$ cat config.mk
export PLATFORM = sky130hd
export DESIGN_NAME = spi_ram_ctrl
export DESIGN_NICKNAME = d
export VERILOG_FILES = /design/src/rtl/spi_ram_ctrl.sv
export SDC_FILE = /design/constraint.sdc
export NUM_CORES = 2
export LEC_CHECK = 0
export CAP_MARGIN = 20
export CORE_ASPECT_RATIO = 0.75
export CORE_MARGIN = 2
export CORE_UTILIZATION = 45
export CTS_CLUSTER_SIZE = 25
export DETAILED_ROUTE_END_ITERATION = 8
export GPL_ROUTABILITY_DRIVEN = 0
export SLEW_MARGIN = 20
export SYNTH_ARGS = -nofsm -noshare
export SYNTH_HDL_FRONTEND = slang
export SYNTH_SLANG_ARGS = --single-unit
$ cat constraint.sdc
create_clock -name clk -period 4.93 [get_ports clk]
set_input_delay 0.986 -clock clk [delete_from_list [all_inputs] [get_ports clk]]
set_output_delay 0.986 -clock clk [all_outputs]
set_load 0.05 [all_outputs]
$ cat src/rtl/spi_ram_ctrl.sv
// Command-driven RAM behind an SPI slave: each rx_valid rising edge applies one
// opcode (WADDR/WDATA/RADDR/RDATA), with arming flags guarding data transfers.
module spi_ram_ctrl #(
  parameter int MEM_DEPTH = 256,
  parameter int ADDR_SIZE = 8
) (
  input  logic       clk,
  input  logic       rst_n,
  input  logic [9:0] din,
  input  logic       rx_valid,
  output logic [7:0] dout,
  output logic       tx_valid,
  output logic       err
);

  localparam logic [1:0] NONE     = 2'b00;
  localparam logic [1:0] W_ARMED  = 2'b01;
  localparam logic [1:0] R_ARMED  = 2'b10;
  localparam logic [1:0] WR_ARMED = 2'b11;

  localparam logic [1:0] OP_WADDR = 2'b00;
  localparam logic [1:0] OP_WDATA = 2'b01;
  localparam logic [1:0] OP_RADDR = 2'b10;
  localparam logic [1:0] OP_RDATA = 2'b11;

  logic [7:0]           mem [MEM_DEPTH];

  logic                 rx_valid_q;
  logic [1:0]           state_q, state_d;
  logic [ADDR_SIZE-1:0] wr_addr_q, wr_addr_d;
  logic [ADDR_SIZE-1:0] rd_addr_q, rd_addr_d;
  logic [7:0]           dout_q, dout_d;
  logic                 tx_valid_q, tx_valid_d;
  logic                 err_q, err_d;
  logic                 mem_we;
  logic                 accept;
  logic                 w_armed, r_armed;

  function automatic logic [ADDR_SIZE-1:0] next_addr(input logic [ADDR_SIZE-1:0] a);
    return (a == ADDR_SIZE'(MEM_DEPTH - 1)) ? '0 : a + ADDR_SIZE'(1);
  endfunction

  assign accept  = rx_valid && !rx_valid_q;
  assign w_armed = (state_q == W_ARMED) || (state_q == WR_ARMED);
  assign r_armed = (state_q == R_ARMED) || (state_q == WR_ARMED);

  always_comb begin
    state_d    = state_q;
    wr_addr_d  = wr_addr_q;
    rd_addr_d  = rd_addr_q;
    dout_d     = dout_q;
    tx_valid_d = tx_valid_q;
    err_d      = 1'b0;
    mem_we     = 1'b0;
    if (accept) begin
      // Any accepted command drops tx_valid unless it is a successful read.
      tx_valid_d = 1'b0;
      unique case (din[9:8])
        OP_WADDR: begin
          wr_addr_d = din[ADDR_SIZE-1:0];
          state_d   = (state_q == NONE || state_q == W_ARMED) ? W_ARMED : WR_ARMED;
        end
        OP_WDATA: begin
          if (w_armed) begin
            mem_we    = 1'b1;
            wr_addr_d = next_addr(wr_addr_q);
          end else begin
            err_d = 1'b1;
          end
        end
        OP_RADDR: begin
          rd_addr_d = din[ADDR_SIZE-1:0];
          state_d   = (state_q == NONE || state_q == R_ARMED) ? R_ARMED : WR_ARMED;
        end
        OP_RDATA: begin
          if (r_armed) begin
            dout_d     = mem[rd_addr_q];
            tx_valid_d = 1'b1;
            rd_addr_d  = next_addr(rd_addr_q);
          end else begin
            err_d = 1'b1;
          end
        end
        default: ;
      endcase
    end
  end

  always_ff @(posedge clk or negedge rst_n) begin
    if (!rst_n) begin
      rx_valid_q <= 1'b0;
      state_q    <= NONE;
      wr_addr_q  <= '0;
      rd_addr_q  <= '0;
      dout_q     <= '0;
      tx_valid_q <= 1'b0;
      err_q      <= 1'b0;
    end else begin
      rx_valid_q <= rx_valid;
      state_q    <= state_d;
      wr_addr_q  <= wr_addr_d;
      rd_addr_q  <= rd_addr_d;
      dout_q     <= dout_d;
      tx_valid_q <= tx_valid_d;
      err_q      <= err_d;
    end
  end

  // Storage is deliberately outside the reset domain so contents survive rst_n.
  always_ff @(posedge clk) begin
    if (mem_we) mem[wr_addr_q] <= din[7:0];
  end

  assign dout     = dout_q;
  assign tx_valid = tx_valid_q;
  assign err      = err_q;

endmodule

==> metrics.md <==
| Metric | Value |
|---|---|
| RSZ-0062 raised after global routing | no |
| VDD IR-drop max | between 0.3 and 0.4 mV |
| Finish-stage setup viols | 0 |
| Postcts setup bufs | 0 |
| Post-Layout Inst Area | ~90,000 sq um |
| Clock Latency Late Sink | approximately 0.8 ns |
| Leak Pwr | about 28 nW |
| HPWL Detailed | about 130,000 um |
| Worst-path clk slew | approximately 0.060 ns |
| ANT nets after route | 0 |
| Via density | roughly 6.1 |
| Synth Register Bits | about 2,100 |
| Ratio of cells with drive above 1 in the final layout | 22.8% |
| H-tree depth | 4 |
| Worst clock skew | about 0.034 ns |
| Hold-fix buffers at CTS | 0 |
| Port Buffers | 22 |
| Pwr/cell area | approximately 460 nW/um^2 |
| CTS root buf | clkbuf_16 |
| # fillers | 14,100 |
| Placed instance area | approximately 84,000 sq um |
| Syn_nets | 3,925 |
| First-pass GRT wire length | between 200,000 and 300,000 um |
| Max clock buf depth | 3 |
| Initial antenna violation count | 5 |
| Final wirelength | between 200,000 and 250,000 um |
| Num CTS Buffers | 192 |
| CTS sink count | 2,077 |
| DR iter-0 viols | about 5,600 |
| Worst hold slack | ~0.24 ns |
| Fin crit period | around 4.7 ns |
| Die Y | roughly 370 um |
| Post-layout util | between 50% and 60% |
| Multi-input logic area | roughly 17,000 sq um |
| Die area | between 150,000 and 200,000 sq um |
| Die width | between 400 and 500 um |
| DR DRC count | 0 |
| Critical Path Start Type | flop |
| Starting density of the core | between 40% and 50% |
| Worst EP required | between 5 and 6 ns |
| CP Data Arrival Time | 5.44 ns |
| FF-to-FF setup slack | 0.25 ns |
| Ys flop type | edfxtp_1 |
| Peak Freq | approximately 210 MHz |
| Synthesis warning total | 0 |
| Mapped Cells | 3,907 |
| Hold Vio Cnt, Final | 0 |
| Max_cap viols | 0 |
| Number of global-route vias before repair | 39,300 |
| GRT Util Overall | 22.8% |
| Seq. cell area | 62,200 sq um |
| Post-Syn Area | 81,000 sq um |
| # rows | about 130 |
| Max_slew headroom | 23.5% |
| Syn_area_per_cell | 20.7 sq um |
| Worst min path class | input pin to asynchronous set/reset pin |
| Final Max Tran Viols | 0 |
| Largest net degree at the start of global routing | 134 |
| Crit-path max FO | 34 |
| Setup crit end kind | flop |
| Status | completed |
| Fin crit share | roughly 95% |
| Library cells used by synthesis | 55 |
| Critical path class | flop to flop |
| Nets | 4,054 |
| Synthesis-to-finish area growth | 12.1% |
| DRT Pass-1 Iters | 6 |
| Post-CTS sizing | 0 |
| Diodes inserted | 0 |
| Core Area | around 180,000 sq um |
| Post-synth EDFFs | around 2,000 |
| Avg WL per Cell | roughly 32 um |
| Fraction of registers with async set/reset | under 10% |
| Worst slew pin tran | about 1.1 ns |
| IO Pins | 23 |
| GRT overflow | 0 |
| CTS tree | done |
| Sequential share of the synthesized area | a little under 80% |
| DR vias | slightly above 40,000 |
[routing by layer]
metal	vias to the layer above	wire, um	global-route usage [%]
met2	1956	89900	32.1
met5	-	0	0
met4	0	4800	5.70
met1	21500	92900	35.9
li1	16500	-	-
met3	274	20300	5.04
[report_power, final]
part	leakage [nW]	internal [mW]	switching (mW)	total [mW]
sequential	18.7	19.5	0.269	19.7
combinational	6.08	2.66	4.08	6.74
clock	3.10	8.57	6.59	15.2
[placed cells by master (no fill, tap or decap), drive strengths merged, types with 6 or more instances in the layout]
cell type,n
a211oi,16
a21o,8
a21oi,47
a221o,7
a22oi,51
a31oi,20
and4,6
buf,158
bufinv,23
clkbuf,239
clkdlybuf4s50,13
clkinv,79
clkinvlp,8
dfrtp,29
edfxtp,2048
inv,14
mux2i,177
mux4,476
nand2,101
nand2b,10
nand3,69
nand4,7
nor2,332
nor2b,21
nor3,23
nor4,10
o2111ai,6
o21a,8
o21ai,41
o221ai,32
o22ai,69
[metrics by stage]
step	setup slack (ns)	instances	TNS (ns)	power, mW
3_5_place_dp	-0.130	6222	-0.130	26.8
3_3_place_gp	-0.194	6221	-0.194	26.8
5_1_grt	0.213	6577	0	42.9
4_1_cts	0.316	6577	0	41.8
2_1_floorplan	1.56	3907	0	24.2
6_report	0.252	6577	0	41.6
[cells in the mapped netlist (3+ instances only)]
cell,count,area share (%)
edfxtp_1,2048,76
mux4_2,476,13
nor2_1,332,1.5
mux2i_1,177,2.2
clkbuf_1,108,0.50
nand2_1,101,0.47
nand3_1,69,0.43
o22ai_1,69,0.53
buf_2,53,0.33
a22oi_1,51,0.47
a21oi_1,47,0.29
o21ai_0,40,0.25
o221ai_1,32,0.35
dfrtp_1,29,0.90
buf_6,23,0.32
nor3_1,23,0.14
buf_4,22,0.20
buf_1,21,0.097
nor2b_1,21,0.16
a31oi_1,20,0.15
a211oi_1,16,0.15
nand2b_1,10,0.077
nor4_1,10,0.077
a21o_1,8,0.074
o21a_1,8,0.074
a221o_1,7,0.087
nand4_1,7,0.054
and4_1,6,0.065
buf_12,6,0.15
o2111ai_1,6,0.065
and2_1,5,0.039
ha_1,5,0.077
inv_1,5,0.023
or3_1,5,0.039
buf_8,4,0.074
or2_2,4,0.031
and3_1,3,0.023
mux2_2,3,0.042
[final timing paths]
| kind | startpoint | to | cells after the start |
|---|---|---|---|
| max | rd_addr_q[2] | dout[7] | 8 |
| min in group clk | state_q[0] | state_q[0] | 2 |
| max reg2reg | rd_addr_q[2] | dout[7] | 8 |
| min | rst_n | rd_addr_q[0] | 1 |
| max in group asynchronous | rst_n | rd_addr_q[2] | 1 |
| min reg2reg | state_q[0] | state_q[0] | 2 |
[registers in the layout (all words and copies together) (netlist names)]
register	flops
dout	8
err	1
mem	2048
rd_addr_q	8
rx_valid_q	1
state_q	2
tx_valid	1
wr_addr_q	8
[critical path: stages, from the launching register on]
cell	delay, ns
dfrtp_4	0.80
buf_12	0.27
buf_4	0.22
nor2b_4	0.73
a22oi_1	0.35
a31oi_1	0.87
o21ai_0	0.49
nor4b_1	0.61
a221o_1	0.18
[layout make-up]
type / count / share of cell area (%)
Inverter: 6 / 0.0262
Timing Repair Buffer: 173 / 1.89
Tap cell: 2380 / 3.28
Sequential cell: 2077 / 68.6
Clock buffer: 237 / 5.61
Clock inverter: 118 / 1.40
Multi-Input combinational cell: 1586 / 19.2
[kinds of logic (layout without fill, tap and decap cells)]
| group | count (synthesis) | after routing | synth area share [%] |
|---|---|---|---|
| buf+inv | 244 | 534 | 1.71 |
| flops | 2077 | 2077 | 76.8 |
| mux | 656 | 656 | 15.5 |
| compound gates | 322 | 322 | 2.69 |
| simple gates | 603 | 603 | 3.21 |
| fa+ha+maj | 5 | 5 | 0.0773 |
Note: power is estimated with default switching activity, not from simulation.
